### config.mk
export PLATFORM = sky130hd
export DESIGN_NAME = rs_decoder
export DESIGN_NICKNAME = d
export VERILOG_FILES = /design/src/rtl/rs_decoder.sv
export SDC_FILE = /design/constraint.sdc
export NUM_CORES = 1
export LEC_CHECK = 0
export ABC_CLOCK_PERIOD_IN_PS = 3850
export BUFFER_PORTS_ARGS = -buffer_cell sky130_fd_sc_hd__buf_2
export CAP_MARGIN = 40
export CELL_PAD_IN_SITES_DETAIL_PLACEMENT = 0
export CELL_PAD_IN_SITES_GLOBAL_PLACEMENT = 1
export CORE_MARGIN = 8
export CORE_UTILIZATION = 39
export DETAILED_ROUTE_END_ITERATION = 10
export PLACE_DENSITY = 0.69
export SETUP_SLACK_MARGIN = 0.15
export SLEW_MARGIN = 15
export SYNTH_ARGS = -nofsm -noshare
export SYNTH_HDL_FRONTEND = slang
export SYNTH_SLANG_ARGS = --single-unit
export TNS_END_PERCENT = 1
### constraint.sdc
create_clock -name sys_clk -period 3.85 [get_ports sys_clk]
set_clock_uncertainty 0.1 [all_clocks]
set_input_delay 0.5775 -clock sys_clk [delete_from_list [all_inputs] [get_ports sys_clk]]
set_output_delay 0.5775 -clock sys_clk [all_outputs]
set_load 0.05 [all_outputs]
### src/rtl/rs_decoder.sv
// RS(15,11) over GF(16) (x^4+x+1) receive decoder: Horner syndromes, ping-pong data buffer, 11-symbol emit.
// Define RS_DEC_CORRECT_EN for single-symbol correction; undefined builds a detect-only decoder.
module rs_decoder (
  input  logic       sys_clk,
  input  logic       sys_rst,
  input  logic       in_valid,
  input  logic       in_start,
  input  logic [3:0] in_data,
  output logic       out_valid,
  output logic       out_start,
  output logic       out_last,
  output logic [3:0] out_data,
  output logic       out_corrected,
  output logic       out_fail
);
  localparam int N     = 15;
  localparam int K     = 11;
  localparam int SYM_W = 4;

  localparam logic [3:0] LAST_SYM  = 4'(N - 1);
  localparam logic [3:0] LAST_DATA = 4'(K - 1);

  typedef logic [SYM_W-1:0] sym_t;
  typedef enum logic [1:0] {IDLE, EVAL, EMIT} state_t;

  function automatic sym_t mul_a(sym_t x);
    return {x[2:0], 1'b0} ^ (x[3] ? 4'h3 : 4'h0);
  endfunction

  // ---------------- input side ----------------
  logic [3:0]  cnt_q, cnt_d;
  sym_t [3:0]  syn_q, syn_d;
  sym_t [3:0]  bsyn_q [2];
  sym_t        mem_q  [2][K];
  logic        wr_bank_q;
  logic        start_hit, accept, hand;
  logic [3:0]  wr_idx;

  // NOTE: every signal assigned in this block gets a default first, so no latch is inferred.
  always_comb begin
    start_hit = in_valid && in_start;
    accept    = in_valid && (in_start || cnt_q != 4'd0);
    hand      = accept && !in_start && cnt_q == LAST_SYM;
    wr_idx    = in_start ? 4'd0 : cnt_q;
    cnt_d     = cnt_q;
    syn_d     = syn_q;
    if (start_hit) begin
      cnt_d = 4'd1;
      for (int j = 0; j < 4; j++) syn_d[j] = in_data;
    end else if (accept) begin
      cnt_d    = hand ? 4'd0 : cnt_q + 4'd1;
      syn_d[0] = syn_q[0] ^ in_data;
      syn_d[1] = mul_a(syn_q[1]) ^ in_data;
      syn_d[2] = mul_a(mul_a(syn_q[2])) ^ in_data;
      syn_d[3] = mul_a(mul_a(mul_a(syn_q[3]))) ^ in_data;
    end
  end

  // NOTE: state registers use non-blocking assignments so every flop samples pre-edge values.
  always_ff @(posedge sys_clk) begin
    if (sys_rst) begin
      cnt_q     <= 4'd0;
      syn_q     <= '0;
      bsyn_q[0] <= '0;
      bsyn_q[1] <= '0;
      wr_bank_q <= 1'b0;
    end else begin
      cnt_q <= cnt_d;
      syn_q <= syn_d;
      if (hand) begin
        bsyn_q[wr_bank_q] <= syn_d;
        wr_bank_q         <= ~wr_bank_q;
      end
    end
  end

  // NOTE: the data buffer has no reset; the full flags alone decide whether a bank is read.
  always_ff @(posedge sys_clk) begin
    if (accept && wr_idx <= LAST_DATA) mem_q[wr_bank_q][wr_idx] <= in_data;
  end

  // ---------------- output side ----------------
  state_t      state_q;
  logic        rd_bank_q;
  logic [3:0]  k_q;
  logic        single_q, fail_q;
  logic [1:0]  full_q;
  sym_t [3:0]  s;
  logic        no_err, eval_single, eval_fail;
  logic        next_bank, ready_next;
  sym_t        fix_sym;

  assign s      = bsyn_q[rd_bank_q];
  assign no_err = (s == '0);

  // At the end of EMIT the candidate is the other bank; a handoff this very cycle also counts.
  always_comb begin
    next_bank  = (state_q == EMIT) ? ~rd_bank_q : rd_bank_q;
    ready_next = full_q[next_bank] || (hand && wr_bank_q == next_bank);
  end

`ifdef RS_DEC_CORRECT_EN
  sym_t t_q;

  function automatic sym_t mul_ainv(sym_t x);
    return x[0] ? (((x ^ 4'h3) >> 1) | 4'h8) : (x >> 1);
  endfunction

  function automatic sym_t gf_mul(sym_t a, sym_t b);
    sym_t acc, sh;
    acc = '0;
    sh  = a;
    for (int i = 0; i < 4; i++) begin
      if (b[i]) acc = acc ^ sh;
      sh = mul_a(sh);
    end
    return acc;
  endfunction

  assign eval_single = s[0] != '0 && s[1] != '0 &&
                       gf_mul(s[1], s[1]) == gf_mul(s[0], s[2]) &&
                       gf_mul(s[2], s[2]) == gf_mul(s[1], s[3]);
  assign eval_fail   = !no_err && !eval_single;
  // T tracks S0*alpha^(14-k); a hit against S1 locates the error at symbol k.
  assign fix_sym     = (single_q && t_q == s[1]) ? s[0] : '0;

  always_ff @(posedge sys_clk) begin
    if (sys_rst)                t_q <= '0;
    else if (state_q == EVAL)   t_q <= mul_ainv(s[0]);
    else if (state_q == EMIT)   t_q <= mul_ainv(t_q);
  end
`else
  assign eval_single = 1'b0;
  assign eval_fail   = !no_err;
  assign fix_sym     = '0;
`endif

  always_ff @(posedge sys_clk) begin
    if (sys_rst) begin
      full_q <= 2'b00;
    end else begin
      if (state_q == EMIT && k_q == LAST_DATA) full_q[rd_bank_q] <= 1'b0;
      if (hand) full_q[wr_bank_q] <= 1'b1;
    end
  end

  always_ff @(posedge sys_clk) begin
    if (sys_rst) begin
      state_q       <= IDLE;
      rd_bank_q     <= 1'b0;
      k_q           <= 4'd0;
      single_q      <= 1'b0;
      fail_q        <= 1'b0;
      out_valid     <= 1'b0;
      out_start     <= 1'b0;
      out_last      <= 1'b0;
      out_data      <= '0;
      out_corrected <= 1'b0;
      out_fail      <= 1'b0;
    end else begin
      out_valid     <= 1'b0;
      out_start     <= 1'b0;
      out_last      <= 1'b0;
      out_data      <= '0;
      out_corrected <= 1'b0;
      out_fail      <= 1'b0;
      case (state_q)
        IDLE: if (ready_next) state_q <= EVAL;
        EVAL: begin
          single_q <= eval_single;
          fail_q   <= eval_fail;
          k_q      <= 4'd0;
          state_q  <= EMIT;
        end
        EMIT: begin
          out_valid <= 1'b1;
          out_start <= (k_q == 4'd0);
          out_last  <= (k_q == LAST_DATA);
          out_data  <= mem_q[rd_bank_q][k_q] ^ fix_sym;
          k_q       <= k_q + 4'd1;
          if (k_q == LAST_DATA) begin
            out_corrected <= single_q;
            out_fail      <= fail_q;
            rd_bank_q     <= ~rd_bank_q;
            state_q       <= ready_next ? EVAL : IDLE;
          end
        end
        default: state_q <= IDLE;
      endcase
    end
  end

endmodule

==> impl_metrics.env <==
export IMPL_dpl_cell_area_um2=7040
export IMPL_reg2reg_from="cnt_q[0]"
export IMPL_die_y_um=148
export IMPL_ant_nets=0
export IMPL_remaining_drc_errors=0
export IMPL_fin_crit_sh_pct=70.2
export IMPL_final_util_pct=44.4
export IMPL_yosys_most_used_dff="edfxtp_1"
export IMPL_syn_cell_area_um2=6790
export IMPL_antenna_found_initial=0
export IMPL_routed_via_density=5.30
export IMPL_fin_area_um2=7630
export IMPL_postCtsHoldBufs=0
export IMPL_max_freq_ghz=0.370
export IMPL_grt_pass1_wl_mm=22.6
export IMPL_nFillCells=1575
export IMPL_syn_nets=534
export IMPL_finalSetupViolCount=0
export IMPL_critPathRequiredTime_ps=3810
export IMPL_area_growth_pct=12.4
export IMPL_worstMarginPinSlew_ps=798
export IMPL_synth_edff_count=120
export IMPL_antenna_cells=0
export IMPL_clk_latency_ps=420
export IMPL_power_leakage_nw=2.50
export IMPL_grt_overflow=0
export IMPL_fp_row_count=48
export IMPL_die_width_um=148
export IMPL_synth_top_area_cell="edfxtp_1"
export IMPL_clk_pin_slew_worst_paths_ps=60
export IMPL_synth_area_top_cells="edfxtp_1 (53%), dfxtp_1 (12%), mux4_2 (6.6%)"
export IMPL_cts_setup_buffers=0
export IMPL_cts_sinks=160
export IMPL_arrival_ps=2660
export IMPL_syn_inst=515
export IMPL_clk_path_buf_depth=2
export IMPL_instances_no_fill=762
export IMPL_drv_slew=0
export IMPL_dp_cells=730
export IMPL_cts_buffers=17
export IMPL_tns_ps=0
export IMPL_outcome="complete, no violations"
export IMPL_vias=4038
export IMPL_start_util_pct=39.5
export IMPL_routed_wl_mm=14.1
export IMPL_yosysSeqAreaShare_pct=64.9
export IMPL_crit_path_start_kind="flop"
export IMPL_io_pins=17
export IMPL_yosysUniqueCellTypes=52
export IMPL_max_vdd_ir_drop_uv=318
export IMPL_syn_area_per_cell_um2=13.2
export IMPL_cts_tree="done"
export IMPL_ys_ff_latch=160
export IMPL_path_class="flop to flop"
export IMPL_end_kind="flop"
export IMPL_min_period_ps=2700
export IMPL_routedWlPerCell_um=18.5
export IMPL_layout_drive_gt1_share_pct=15.1
export IMPL_htreeDepth=4
export IMPL_worstHoldPathType="flop to flop"
export IMPL_die_area_um2=21900
export IMPL_first_global_vias=4005
export IMPL_path_max_fanout=17
export IMPL_power_density_nw_per_um2=493
export IMPL_core_area_um2=17200
export IMPL_dr_first_iter_drc_count=297
export IMPL_io_buffers=15
export IMPL_gp_congestion=0.772
export IMPL_crit_path_start="cnt_q[0]"
export IMPL_layout_nets=543
export IMPL_hpwl_mm=9.47
export IMPL_grt_max_degree=34
export IMPL_track_usage_pct=13.5
export IMPL_finalHoldViolCount=0
export IMPL_slew_headroom_pct=46.3
export IMPL_yosys_area_top_type_share_pct=53.1
export IMPL_min_from="fail_q"
export IMPL_cts_root_buf="clkbuf_16"
export IMPL_yosysWarnings=0
export IMPL_cap_violations=0
export IMPL_async_reset_ff_share_pct=0
export IMPL_cts_resized=0
export IMPL_firstDrtPassIters=4
export IMPL_rsz0062_at_grt="false"
path summary, 6_finish.rpt:
kind | to | slack [ps] | cells after the start
worst max-delay path | bsyn_q[1][13] | 1150 | 6
worst min-delay path | out_fail | 370 | 1
worst max register to register | bsyn_q[1][13] | 1150 | 6
worst min register to register | out_fail | 370 | 1
area by class of cell:
cell class,count,area (µm²),share of cell area [%]
inverter,9,33.8,0.443
sequential,160,4400,57.8
multi-input combinational,315,2190,28.8
clock inverter,14,156,2.05
clock buffer,18,429,5.63
timing repair buffer,21,128,1.67
tap,225,282,3.69
worst max-delay path, stage by stage (launching register included):
cell and delay, ps:
dfxtp_1 360, inv_1 180, ha_1 240, nand3_1 230
nor2_1 230, nand2_1 360, nand2_1 650
power by group:
group / internal [W] / switching [W] / total (W)
logic: 0.0000585 / 0.000123 / 0.000182
registers: 0.00188 / 0.0000211 / 0.00191
clock network: 0.000967 / 0.000708 / 0.00168
per-layer routing:
| layer | global-route usage [%] | share of wire [%] |
|---|---|---|
| met5 | 0 | 0 |
| met4 | 4.79 | 1.5 |
| met3 | 3.52 | 3.7 |
| met2 | 21.7 | 49 |
| met1 | 17.4 | 46 |
stage by stage:
stage / setup WS [ps] / hold WS, ps / power [W]
2_1_floorplan: 1030 / 331 / 0.00207
3_3_place_gp: 918 / 357 / 0.00212
3_5_place_dp: 849 / 365 / 0.00213
4_1_cts: 1180 / 380 / 0.00379
5_1_grt: 882 / 417 / 0.00389
6_report: 1150 / 374 / 0.00376
sequential cells by signal, indices dropped and copies added, names as in the netlist, 2 cells and up, named ones only:
register	cells
k_q	4
out_data	4
state_q	2
full_q	2
bsyn_q	32
mem_q	88
syn_q	16
cnt_q	4
cell families after synthesis:
kind of cell,after synthesis,synth area share (%)
compound gates,74,7.67
xor+xnor,12,1.55
flops,160,64.9
buf+inv,40,2.80
fa+ha+maj,11,2.03
other cells,1,0.0552
simple gates,186,12.8
mux,31,8.26
synthesized netlist by cell type, types with 4 or more instances:
cell type and n:
mux4_2 20, ha_1 11, o31a_1 4, nor2_1 88, nand3_1 12, a211oi_1 4, o22ai_1 8, o22a_1 7
inv_1 9, a21oi_1 15, nor4_1 9, dfxtp_1 40, xor2_1 5, clkbuf_1 18, o21a_1 4, edfxtp_1 120
or3_1 6, nand4_1 4, xnor2_1 7, a31oi_1 5, mux2i_1 11, o21ai_0 11, nand2_1 36, nor3_1 7
buf_2 5
cells in the final DEF (no fill, tap or decap), types with 6 or more instances in the layout:
cell type  synthesis  layout
o22a_1             7       7
nand2_1           36      36
o21ai_0           11      10
o22ai_1            8       8
mux4_2            20      20
nor3_1             7       7
mux2i_1           11      11
or3_1              6       6
a21oi_1           15      15
nand3_1           12      12
clkbuf_16          0      17
ha_1              11      11
buf_2              5      15
dfxtp_1           40      40
xnor2_1            7       7
nor4_1             9       9
nor2_1            88      88
inv_1              9       9
edfxtp_1         120     120
Note: power is estimated with default switching activity, not from simulation.
